<file path="config.mk">
export PLATFORM = sky130hd
export DESIGN_NAME = dmem_arbiter_flat
export DESIGN_NICKNAME = d
export VERILOG_FILES = /design/src/rtl/dmem_arbiter_if.sv /design/src/rtl/dmem_arbiter.sv /design/src/flat_wrapper.sv
export SDC_FILE = /design/constraint.sdc
export NUM_CORES = 1
export LEC_CHECK = 0
export ABC_AREA = 1
export CAP_MARGIN = 40
export CORE_AREA = 2 2 165 167
export CTS_CLUSTER_SIZE = 10
export DETAILED_ROUTE_END_ITERATION = 10
export DIE_AREA = 0 0 167 169
export PLACE_DENSITY = 0.65
export SETUP_SLACK_MARGIN = 0.2
export SLEW_MARGIN = 40
export SYNTH_ARGS = -nofsm -noshare
export SYNTH_HDL_FRONTEND = slang
export SYNTH_SLANG_ARGS = --single-unit
export TNS_END_PERCENT = 50
</file>
<file path="constraint.sdc">
create_clock -name clk -period 5.2 [get_ports clk]
set_input_delay 1.04 -clock clk [delete_from_list [all_inputs] [get_ports clk]]
set_output_delay 1.04 -clock clk [all_outputs]
set_load 0.05 [all_outputs]
</file>
<file path="src/rtl/dmem_arbiter_if.sv">
// Bundle of the requester-side and memory-side signals of the data-memory arbiter.
// slave is the arbiter's view; master is the view of whatever drives the cores and memory.
interface dmem_arbiter_if #(
   parameter int num_req_p = 4
);
   logic [num_req_p-1:0]    req_valid_i;
   logic [num_req_p-1:0]    req_wen_i;
   logic [num_req_p-1:0]    req_byte_i;
   logic [32*num_req_p-1:0] req_addr_i;
   logic [32*num_req_p-1:0] req_wdata_i;
   logic [num_req_p-1:0]    req_yumi_o;
   logic [num_req_p-1:0]    resp_valid_o;
   logic [31:0]             resp_data_o;
   logic [num_req_p-1:0]    resp_yumi_i;
   logic                    mem_valid_o;
   logic                    mem_wen_o;
   logic                    mem_byte_o;
   logic [31:0]             mem_addr_o;
   logic [31:0]             mem_wdata_o;
   logic                    mem_yumi_i;
   logic                    mem_resp_valid_i;
   logic [31:0]             mem_rdata_i;
   logic                    mem_resp_yumi_o;
   logic [2:0]              owner_o;
   logic                    busy_o;
   logic                    timeout_o;

   modport slave (
      input  req_valid_i, req_wen_i, req_byte_i, req_addr_i, req_wdata_i, resp_yumi_i,
      input  mem_yumi_i, mem_resp_valid_i, mem_rdata_i,
      output req_yumi_o, resp_valid_o, resp_data_o,
      output mem_valid_o, mem_wen_o, mem_byte_o, mem_addr_o, mem_wdata_o, mem_resp_yumi_o,
      output owner_o, busy_o, timeout_o
   );

   modport master (
      output req_valid_i, req_wen_i, req_byte_i, req_addr_i, req_wdata_i, resp_yumi_i,
      output mem_yumi_i, mem_resp_valid_i, mem_rdata_i,
      input  req_yumi_o, resp_valid_o, resp_data_o,
      input  mem_valid_o, mem_wen_o, mem_byte_o, mem_addr_o, mem_wdata_o, mem_resp_yumi_o,
      input  owner_o, busy_o, timeout_o
   );
endinterface

</file>
<file path="src/rtl/dmem_arbiter.sv">
// Round-robin arbiter sharing one data-memory port among num_req_p cores.
// One transaction in flight: IDLE picks a winner and latches its request,
// ISSUE presents it to memory, RESP forwards the response to the owner.
// A sticky flag reports transactions that stay busy for timeout_p cycles.
module dmem_arbiter #(
   parameter int num_req_p = 4,
   parameter int timeout_p = 255
) (
   input logic            clk,
   input logic            reset,
   dmem_arbiter_if.slave  bus
);

   typedef enum logic [1:0] {
      st_idle  = 2'd0,
      st_issue = 2'd1,
      st_resp  = 2'd2
   } state_t;

   state_t      state_reg, state_next;
   logic [2:0]  owner_reg, owner_next;
   logic [2:0]  rr_ptr_reg, rr_ptr_next;
   logic        wen_reg, byte_reg;
   logic [31:0] addr_reg, wdata_reg;
   logic [7:0]  cnt_reg;
   logic        timeout_reg;

   // Requester inputs widened to 8 lanes so a 3-bit index always fits exactly.
   logic [7:0]  valid8, wen8, byte8, resp_yumi8;
   logic [31:0] core_addr  [8];
   logic [31:0] core_wdata [8];

   logic        grant_found;
   logic [2:0]  grant_idx;
   logic [3:0]  scan_idx;
   logic        latch_en;
   logic        mem_valid_c, yumi_fire_c, resp_show_c, resp_fire_c;
   logic [8:0]  cnt_inc;

   genvar gi;
   generate
      for (gi = 0; gi < 8; gi++) begin : g_lane
         if (gi < num_req_p) begin : g_live
            assign valid8[gi]     = bus.req_valid_i[gi];
            assign wen8[gi]       = bus.req_wen_i[gi];
            assign byte8[gi]      = bus.req_byte_i[gi];
            assign resp_yumi8[gi] = bus.resp_yumi_i[gi];
            assign core_addr[gi]  = bus.req_addr_i[32*gi +: 32];
            assign core_wdata[gi] = bus.req_wdata_i[32*gi +: 32];
         end else begin : g_dead
            assign valid8[gi]     = 1'b0;
            assign wen8[gi]       = 1'b0;
            assign byte8[gi]      = 1'b0;
            assign resp_yumi8[gi] = 1'b0;
            assign core_addr[gi]  = 32'd0;
            assign core_wdata[gi] = 32'd0;
         end
      end
   endgenerate

   // Round-robin search: first valid requester at or after rr_ptr, wrapping.
   always_comb begin
      grant_found = 1'b0;
      grant_idx   = 3'd0;
      scan_idx    = 4'd0;
      for (int i = 0; i < num_req_p; i++) begin
         scan_idx = {1'b0, rr_ptr_reg} + 4'(i);
         if (scan_idx >= 4'(num_req_p)) begin
            scan_idx = scan_idx - 4'(num_req_p);
         end
         if (!grant_found && valid8[scan_idx[2:0]]) begin
            grant_found = 1'b1;
            grant_idx   = scan_idx[2:0];
         end
      end
   end

   // Next-state and handshake decode; all handshakes are suppressed while reset is low.
   always_comb begin
      state_next  = state_reg;
      owner_next  = owner_reg;
      rr_ptr_next = rr_ptr_reg;
      latch_en    = 1'b0;
      mem_valid_c = 1'b0;
      yumi_fire_c = 1'b0;
      resp_show_c = 1'b0;
      resp_fire_c = 1'b0;
      case (state_reg)
         st_idle: begin
            if (grant_found) begin
               owner_next = grant_idx;
               latch_en   = 1'b1;
               state_next = st_issue;
            end
         end
         st_issue: begin
            mem_valid_c = 1'b1;
            // A response arriving together with the accept is left for RESP to take.
            if (bus.mem_yumi_i) begin
               yumi_fire_c = 1'b1;
               state_next  = st_resp;
            end
         end
         st_resp: begin
            resp_show_c = bus.mem_resp_valid_i;
            if (bus.mem_resp_valid_i && resp_yumi8[owner_reg]) begin
               resp_fire_c = 1'b1;
               state_next  = st_idle;
               rr_ptr_next = (owner_reg == 3'(num_req_p - 1)) ? 3'd0 : owner_reg + 3'd1;
            end
         end
         default: begin
            state_next = st_idle;
         end
      endcase
      if (!reset) begin
         mem_valid_c = 1'b0;
         yumi_fire_c = 1'b0;
         resp_show_c = 1'b0;
         resp_fire_c = 1'b0;
      end
   end

   // FSM, owner and round-robin pointer registers.
   always_ff @(posedge clk) begin
      if (!reset) begin
         state_reg  <= st_idle;
         owner_reg  <= 3'd0;
         rr_ptr_reg <= 3'd0;
      end else begin
         state_reg  <= state_next;
         owner_reg  <= owner_next;
         rr_ptr_reg <= rr_ptr_next;
      end
   end

   // Capture the winner's request so later requester activity cannot disturb it.
   always_ff @(posedge clk) begin
      if (!reset) begin
         wen_reg   <= 1'b0;
         byte_reg  <= 1'b0;
         addr_reg  <= 32'd0;
         wdata_reg <= 32'd0;
      end else if (latch_en) begin
         wen_reg   <= wen8[grant_idx];
         byte_reg  <= byte8[grant_idx];
         addr_reg  <= core_addr[grant_idx];
         wdata_reg <= core_wdata[grant_idx];
      end
   end

   assign cnt_inc = {1'b0, cnt_reg} + 9'd1;

   // Busy-cycle counter, restarted per transaction; the flag it raises is sticky.
   always_ff @(posedge clk) begin
      if (!reset) begin
         cnt_reg     <= 8'd0;
         timeout_reg <= 1'b0;
      end else if (latch_en) begin
         cnt_reg <= 8'd0;
      end else if (state_reg != st_idle) begin
         if (cnt_reg != 8'hFF) begin
            cnt_reg <= cnt_inc[7:0];
         end
         if (cnt_inc == 9'(timeout_p)) begin
            timeout_reg <= 1'b1;
         end
      end
   end

   generate
      for (gi = 0; gi < num_req_p; gi++) begin : g_onehot
         assign bus.req_yumi_o[gi]   = yumi_fire_c && (owner_reg == 3'(gi));
         assign bus.resp_valid_o[gi] = resp_show_c && (owner_reg == 3'(gi));
      end
   endgenerate

   assign bus.resp_data_o     = bus.mem_rdata_i;
   assign bus.mem_valid_o     = mem_valid_c;
   assign bus.mem_wen_o       = wen_reg;
   assign bus.mem_byte_o      = byte_reg;
   assign bus.mem_addr_o      = addr_reg;
   assign bus.mem_wdata_o     = wdata_reg;
   assign bus.mem_resp_yumi_o = resp_fire_c;
   assign bus.owner_o         = owner_reg;
   assign bus.busy_o          = (state_reg != st_idle);
   assign bus.timeout_o       = timeout_reg;

endmodule

</file>
<file path="src/flat_wrapper.sv">
// flat-port wrapper written by rule: the top's interface ports become plain ports
module dmem_arbiter_flat 
#(
   parameter int num_req_p = 4,
   parameter int timeout_p = 255
)
  (clk, reset, bus_req_valid_i, bus_req_wen_i, bus_req_byte_i, bus_req_addr_i, bus_req_wdata_i, bus_resp_yumi_i, bus_mem_yumi_i, bus_mem_resp_valid_i, bus_mem_rdata_i, bus_req_yumi_o, bus_resp_valid_o, bus_resp_data_o, bus_mem_valid_o, bus_mem_wen_o, bus_mem_byte_o, bus_mem_addr_o, bus_mem_wdata_o, bus_mem_resp_yumi_o, bus_owner_o, bus_busy_o, bus_timeout_o);
  dmem_arbiter_if #(.num_req_p(num_req_p)) bus_i ();
  input logic clk;
  input logic reset;
  input wire logic [$bits(bus_i.req_valid_i)-1:0] bus_req_valid_i;
  input wire logic [$bits(bus_i.req_wen_i)-1:0] bus_req_wen_i;
  input wire logic [$bits(bus_i.req_byte_i)-1:0] bus_req_byte_i;
  input wire logic [$bits(bus_i.req_addr_i)-1:0] bus_req_addr_i;
  input wire logic [$bits(bus_i.req_wdata_i)-1:0] bus_req_wdata_i;
  input wire logic [$bits(bus_i.resp_yumi_i)-1:0] bus_resp_yumi_i;
  input wire logic [$bits(bus_i.mem_yumi_i)-1:0] bus_mem_yumi_i;
  input wire logic [$bits(bus_i.mem_resp_valid_i)-1:0] bus_mem_resp_valid_i;
  input wire logic [$bits(bus_i.mem_rdata_i)-1:0] bus_mem_rdata_i;
  output wire logic [$bits(bus_i.req_yumi_o)-1:0] bus_req_yumi_o;
  output wire logic [$bits(bus_i.resp_valid_o)-1:0] bus_resp_valid_o;
  output wire logic [$bits(bus_i.resp_data_o)-1:0] bus_resp_data_o;
  output wire logic [$bits(bus_i.mem_valid_o)-1:0] bus_mem_valid_o;
  output wire logic [$bits(bus_i.mem_wen_o)-1:0] bus_mem_wen_o;
  output wire logic [$bits(bus_i.mem_byte_o)-1:0] bus_mem_byte_o;
  output wire logic [$bits(bus_i.mem_addr_o)-1:0] bus_mem_addr_o;
  output wire logic [$bits(bus_i.mem_wdata_o)-1:0] bus_mem_wdata_o;
  output wire logic [$bits(bus_i.mem_resp_yumi_o)-1:0] bus_mem_resp_yumi_o;
  output wire logic [$bits(bus_i.owner_o)-1:0] bus_owner_o;
  output wire logic [$bits(bus_i.busy_o)-1:0] bus_busy_o;
  output wire logic [$bits(bus_i.timeout_o)-1:0] bus_timeout_o;
  assign bus_i.req_valid_i = bus_req_valid_i;
  assign bus_i.req_wen_i = bus_req_wen_i;
  assign bus_i.req_byte_i = bus_req_byte_i;
  assign bus_i.req_addr_i = bus_req_addr_i;
  assign bus_i.req_wdata_i = bus_req_wdata_i;
  assign bus_i.resp_yumi_i = bus_resp_yumi_i;
  assign bus_i.mem_yumi_i = bus_mem_yumi_i;
  assign bus_i.mem_resp_valid_i = bus_mem_resp_valid_i;
  assign bus_i.mem_rdata_i = bus_mem_rdata_i;
  assign bus_req_yumi_o = bus_i.req_yumi_o;
  assign bus_resp_valid_o = bus_i.resp_valid_o;
  assign bus_resp_data_o = bus_i.resp_data_o;
  assign bus_mem_valid_o = bus_i.mem_valid_o;
  assign bus_mem_wen_o = bus_i.mem_wen_o;
  assign bus_mem_byte_o = bus_i.mem_byte_o;
  assign bus_mem_addr_o = bus_i.mem_addr_o;
  assign bus_mem_wdata_o = bus_i.mem_wdata_o;
  assign bus_mem_resp_yumi_o = bus_i.mem_resp_yumi_o;
  assign bus_owner_o = bus_i.owner_o;
  assign bus_busy_o = bus_i.busy_o;
  assign bus_timeout_o = bus_i.timeout_o;
  dmem_arbiter #(.num_req_p(num_req_p), .timeout_p(timeout_p)) u_core (.clk(clk), .reset(reset), .bus(bus_i));
endmodule
</file>
==> metrics.txt, run 1 <==
Clock Skews 0.00769 ns; IO Pins 421; global-route wire length before repair 37,700 microns; syn_area_per_cell 5.93 sq um; Final Util 0.370; status finished, final reports clean; CP startpoint kind primary input; most frequent cells in the layout nand2_1 (434), clkdlybuf4s50_1 (355), nand3_1 (167); Mapped Area 5990 sq um; initial antenna violation count 0; worst setup margin 1.26 ns; worst min path class flip-flop to flip-flop; mux contribution to synthesized area 0; core area 26,500 sq um; vias in the first global route 6,927; Routed Antenna Nets 0; DRC 0; vias per std cell 4.45; Worst setup EP type primary output; GRT met2 Usage 0.303; Hold Vio Cnt, Final 0; Worst Hold Slack 0.452 ns; crit-path max FO 5; Worst-Margin Slew 0.750 ns; Final period util 0.758; pre-CTS WS 1.19 ns; DP HPWL 18,300 microns; register area share after synthesis 0.278; fraction of the mapped netlist area in adder cells 0.0167; GRT met1 Usage 0.199; Mapped Nets 1,325; H-tree depth 3; buffer count from post-CTS setup fixing 0; Post-Synth Simple-Gate Area 0.510; vias 7,297; Design Power 3.13 mW; Synth Area in Compound Gates 0.0535; Yosys reg bits 83; ratio of cells with drive above 1 in the final layout 0.0547; most common cell after layout, fill and taps aside nand2_1; Post-Synthesis Cells 1,009; library cells used by synthesis 34; fin crit period 3.94 ns; Final setup viols 0; largest net degree at the start of global routing 134; placed cells 1,624; Placed Area 9490 sq um; cell taking the most area after synthesis dfxtp_1; peak supply drop 0.146 mV; drt total wl 25,100 microns; die width 167 microns; worst reg2reg path startpoint u_core.rr_ptr_reg[0]$_SDFFE_PN0P_; CTS Buf Count 9; CTS max path bufs 2; Worst EP required 4.16 ns; clk_lat worst skew 0.34 ns; synth-to-layout area growth 63.9%; WL/cell 15.3 microns; Critical Path AT 2.90 ns; post-synthesis xor/xnor area fraction 0.00585; ranking of synthesized cells by area dfxtp_1 (28%), nand2_1 (27%), nand3_1 (14%), buf_4 (4.9%), nor2_1 (3.4%); Root Buffer clkbuf_16; fin nets 1,610; Lkg Pwr 4.30 nW; Port Buf Inserts 356; CTS tree done; cell row count 60; post-route insts no fill 1,640; gr ovfl total 0; largest family of logic cells by synthesized area simple AND/OR/NAND/NOR gates; CP Class primary input to primary output; die area 28,200 sq um; clock tree sinks 83; setup_tns 0 ns; Final Wtd Congestion 0.866; total inserted antenna cells 0; slew margin rel. 0.500; Starting DRT DRC Count 339; CTS clk-pin slew, worst paths 0.06 ns; Slew Limit Fails 0; fin area 9810 sq um; top-area cell type share of the netlist area 0.278; total track usage 0.168; Pwr per Cell Area 319 nW/um^2; met3 usage 0.0435; fmax 0.254 GHz; Synth warnings 0; Die Y 169 microns; RSZ-0062 raised after global routing false; hold path start u_core.bus.mem_addr_o[15]$_SDFFE_PN0P_; Top Usage Layer GRT met2; drt first pass iters 5; starting density of the core 0.226; hold_buf cts 0; # Max-Cap Violations 0; Critical Path Start bus_resp_yumi_i[1]; post-CTS sizing 0
## routing by layer
metal / share of wire / vias to the layer above
met4: 0.011 / 0
met3: 0.083 / 18
met2: 0.48 / 307
met1: 0.42 / 3235
li1: - / 3737
met5: 0 / -
## kinds of logic (layout without fill, tap and decap cells)
logic type	after synthesis	in the layout
AOI/OAI and AO/OA	54	54
xor gates and xnor gates	4	4
adders and majority gates	8	8
buffers and inverters	151	441
DFF	83	83
and+or+nand+nor	709	709
## worst max-delay path, cell delays in order
cell	delay [ns]
clkdlybuf4s50_1	0.46
nand2_1	0.05
nand3_1	0.09
nand4_1	0.11
nor2_1	0.14
inv_1	0.11
nor2_1	0.09
clkdlybuf4s50_1	0.81
## path summary, 6_finish.rpt
kind / end / slack [ns] / cells after the start
hold reg to reg: u_core.bus.mem_addr_o[15]$_SDFFE_PN0P_ / 0.45 / 2
hold / removal: u_core.bus.mem_addr_o[15]$_SDFFE_PN0P_ / 0.45 / 2
setup / recovery: bus_mem_resp_yumi_o / 1.26 / 8
setup reg to reg: u_core.bus.mem_wdata_o[23]$_SDFFE_PN0P_ / 1.76 / 16
## power by group
part	internal, mW	total, mW	switching, mW
clock	0.427	0.721	0.294
combinational	0.588	1.58	0.997
sequential	0.756	0.822	0.0659
## Yosys cell counts
| cell type | n |
|---|---|
| nor4_1 | 1 |
| o22ai_1 | 1 |
| nand2_4 | 2 |
| buf_6 | 8 |
| nor3_1 | 9 |
| or2_2 | 1 |
| clkinv_1 | 1 |
| nand3_2 | 1 |
| xnor2_1 | 1 |
| inv_1 | 50 |
| and3_1 | 1 |
| dfxtp_1 | 83 |
| inv_2 | 7 |
| nand4_1 | 4 |
| buf_1 | 5 |
| nand2_1 | 435 |
| nand4_4 | 1 |
| xor2_1 | 3 |
| nand3b_1 | 15 |
| nand3_1 | 167 |
| nor3_2 | 1 |
| nor2_4 | 2 |
| or2_4 | 1 |
| a21oi_1 | 38 |
| buf_2 | 26 |
| buf_4 | 39 |
| a21oi_2 | 11 |
| a211oi_1 | 3 |
| buf_8 | 1 |
| ha_1 | 8 |
| nand2_2 | 13 |
| nor2_1 | 55 |
| clkbuf_1 | 14 |
| o21ai_0 | 1 |
## final cells by class
type                            count  area (sq um)
Inverter                           58           218
Clock buffer                        9           225
Tap cell                          341           427
Clock inverter                      7          98.8
Fill cell                        2817         16700
Sequential cell                    83          1660
Multi-Input combinational cell    775          3520
Timing Repair Buffer              367          3670
No activity file was read; power rests on OpenSTA's default activity.
==> run 2, diff against run 1 <==
Settings changed: CORE_AREA 2 2 165 167 to 2 2 162 164, DIE_AREA 0 0 167 169 to 0 0 164 166, PLACE_DENSITY 0.65 to 0.69.
Clock period 5.2 ns to 3.4 ns, I/O delays scaled along.
==> run 2 against run 1 <==
  * Critical path type unchanged
  * First-iteration DRC count rose by 15%
  * Die area decreased by 3.5%
  * Largest cell class unchanged
  * Power grew 50%
  * Largest power group unchanged
  * Final cell count rose by 0.12%
  * Via count up 1.3%
  * Routed wire length rose by 0.62%
==> metrics.txt, run 2 (synthesized netlist as in run 1, its figures left out) <==
vias in the first global route 7,070; DP HPWL 19,400 microns; worst setup margin 0.347 ns; CTS Buf Count 9; slew margin rel. 0.593; CP endpoint bus_resp_valid_o[1]; drt total wl 25,300 microns; post-CTS sizing 0; Critical Path, Cell by Cell clkdlybuf4s50_1 > nand3_1 > nor3_1 > clkdlybuf4s50_1; fmax 0.328 GHz; Pwr per Cell Area 472 nW/um^2; slowest CP cell clkdlybuf4s50_1; Worst-Margin Slew 0.609 ns; Final setup viols 0; CTS max path bufs 2; Reg-to-Reg End u_core.bus.mem_addr_o[8]$_SDFFE_PN0P_; CP delay by family, top buffers and inverters; global-route wire length before repair 37,800 microns; Lkg Pwr 4.37 nW; DRC 0; die area 27,200 sq um; # Max-Cap Violations 0; Root Buffer clkbuf_16; post-route insts no fill 1,642; gr ovfl total 0; CP Class primary input to primary output; Starting DRT DRC Count 389; Critical Path Start bus_mem_resp_valid_i; CTS tree done; Critical Path AT 2.37 ns; vias 7,389; synth-to-layout area growth 66.2%; WL/cell 15.4 microns; Worst EP required 2.72 ns; cell row count 59; crit-path max FO 4; largest net degree at the start of global routing 69; Slew Limit Fails 0; RSZ-0062 raised after global routing false; peak supply drop 0.261 mV; clock tree sinks 83; worst min path class flip-flop to flip-flop; drt first pass iters 4; register-to-register setup slack 0.55 ns; worst reg2reg path startpoint u_core.rr_ptr_reg[0]$_SDFFE_PN0P_; fin nets 1,618; status finished, final reports clean; vias per std cell 4.50; Worst setup EP type primary output; IO Pins 421; core area 25,600 sq um; Routed Antenna Nets 0; total track usage 0.179; Final Wtd Congestion 0.846; Design Power 4.69 mW; Die Y 166 microns; Final period util 0.898; Worst Hold Slack 0.451 ns; fin crit period 3.05 ns; ratio of cells with drive above 1 in the final layout 0.0689; Hold Vio Cnt, Final 0; most frequent cells in the layout nand2_1 (434), clkdlybuf4s50_1 (349), nand3_1 (167); setup_tns 0 ns; placed cells 1,626; Final Util 0.388; total inserted antenna cells 0; critical path's largest stage delay 0.84 ns; Levels on crit path 4; hold_buf cts 0; r2r worst-path depth 14; fin area 9950 sq um; Port Buf Inserts 356; CP startpoint kind primary input; starting density of the core 0.234; H-tree depth 3; CP Buf/Inv Count 2; CTS clk-pin slew, worst paths 0.06 ns; Clock Skews 0.0102 ns; most common cell after layout, fill and taps aside nand2_1; most used cell, CP clkdlybuf4s50_1; pre-CTS WS 0.347 ns; buffer count from post-CTS setup fixing 0; Placed Area 9670 sq um; die width 164 microns; clk_lat worst skew 0.34 ns; worst hold stages 2; initial antenna violation count 0
run 2: cell types whose count changed in the layout (fill, tap and decap cells not counted):
cell,before,now
buf_12,2,12
nor2_2,2,3
inv_8,1,0
buf_4,9,13
clkinvlp_4,0,2
nor2_1,53,52
nor3_2,1,5
bufinv_16,2,0
nor3_1,9,5
clkdlybuf4s50_1,355,349
clkinv_4,0,1
run 2: layout make-up:
| type | count | area, sq um |
|---|---|---|
| clock buffers | 9 | 225 |
| multi-input cells | 775 | 3540 |
| flip-flops and latches | 83 | 1660 |
| inverters | 58 | 218 |
| repair buffers | 375 | 3840 |
| well taps | 335 | 419 |
| fillers | 2691 | 15700 |
| clock inverters | 7 | 51.3 |
run 2: routing by layer:
metal	share of wire	global-route usage
met5	0	0
met4	0.030	0.0778
met3	0.098	0.0514
met2	0.47	0.310
met1	0.40	0.202
run 2: report_power, final:
part	leakage [nW]	switching, mW	internal (mW)
Clock	0.132	0.455	0.500
Combinational	3.55	1.53	0.947
Sequential	0.686	0.102	1.16
Total	4.37	2.09	2.60
run 2: worst register-to-register path, stage by stage (launching register included):
cell and delay, ns:
dfxtp_1 0.47, inv_2 0.14, ha_1 0.38, inv_1 0.10, nand3_1 0.10, nand3_2 0.17
a21oi_2 0.21, or2_4 0.25, nand2_4 0.10, inv_2 0.24, buf_4 0.29, nand2_1 0.08
nand3_1 0.09, nand2_1 0.06, nor2_1 0.09
run 2: worst min-delay path by stage:
stage                                                        from                                      end
final                           u_core.bus.timeout_o$_SDFFE_PN0P_        u_core.bus.timeout_o$_SDFFE_PN0P_
after global routing      u_core.bus.mem_wdata_o[24]$_SDFFE_PN0P_  u_core.bus.mem_wdata_o[24]$_SDFFE_PN0P_
after CTS                   u_core.bus.mem_addr_o[2]$_SDFFE_PN0P_    u_core.bus.mem_addr_o[2]$_SDFFE_PN0P_
after detailed placement   u_core.bus.mem_wdata_o[5]$_SDFFE_PN0P_   u_core.bus.mem_wdata_o[5]$_SDFFE_PN0P_
after global placement    u_core.bus.mem_wdata_o[10]$_SDFFE_PN0P_  u_core.bus.mem_wdata_o[10]$_SDFFE_PN0P_
after floorplan                 u_core.rr_ptr_reg[2]$_SDFFE_PN0P_        u_core.rr_ptr_reg[2]$_SDFFE_PN0P_
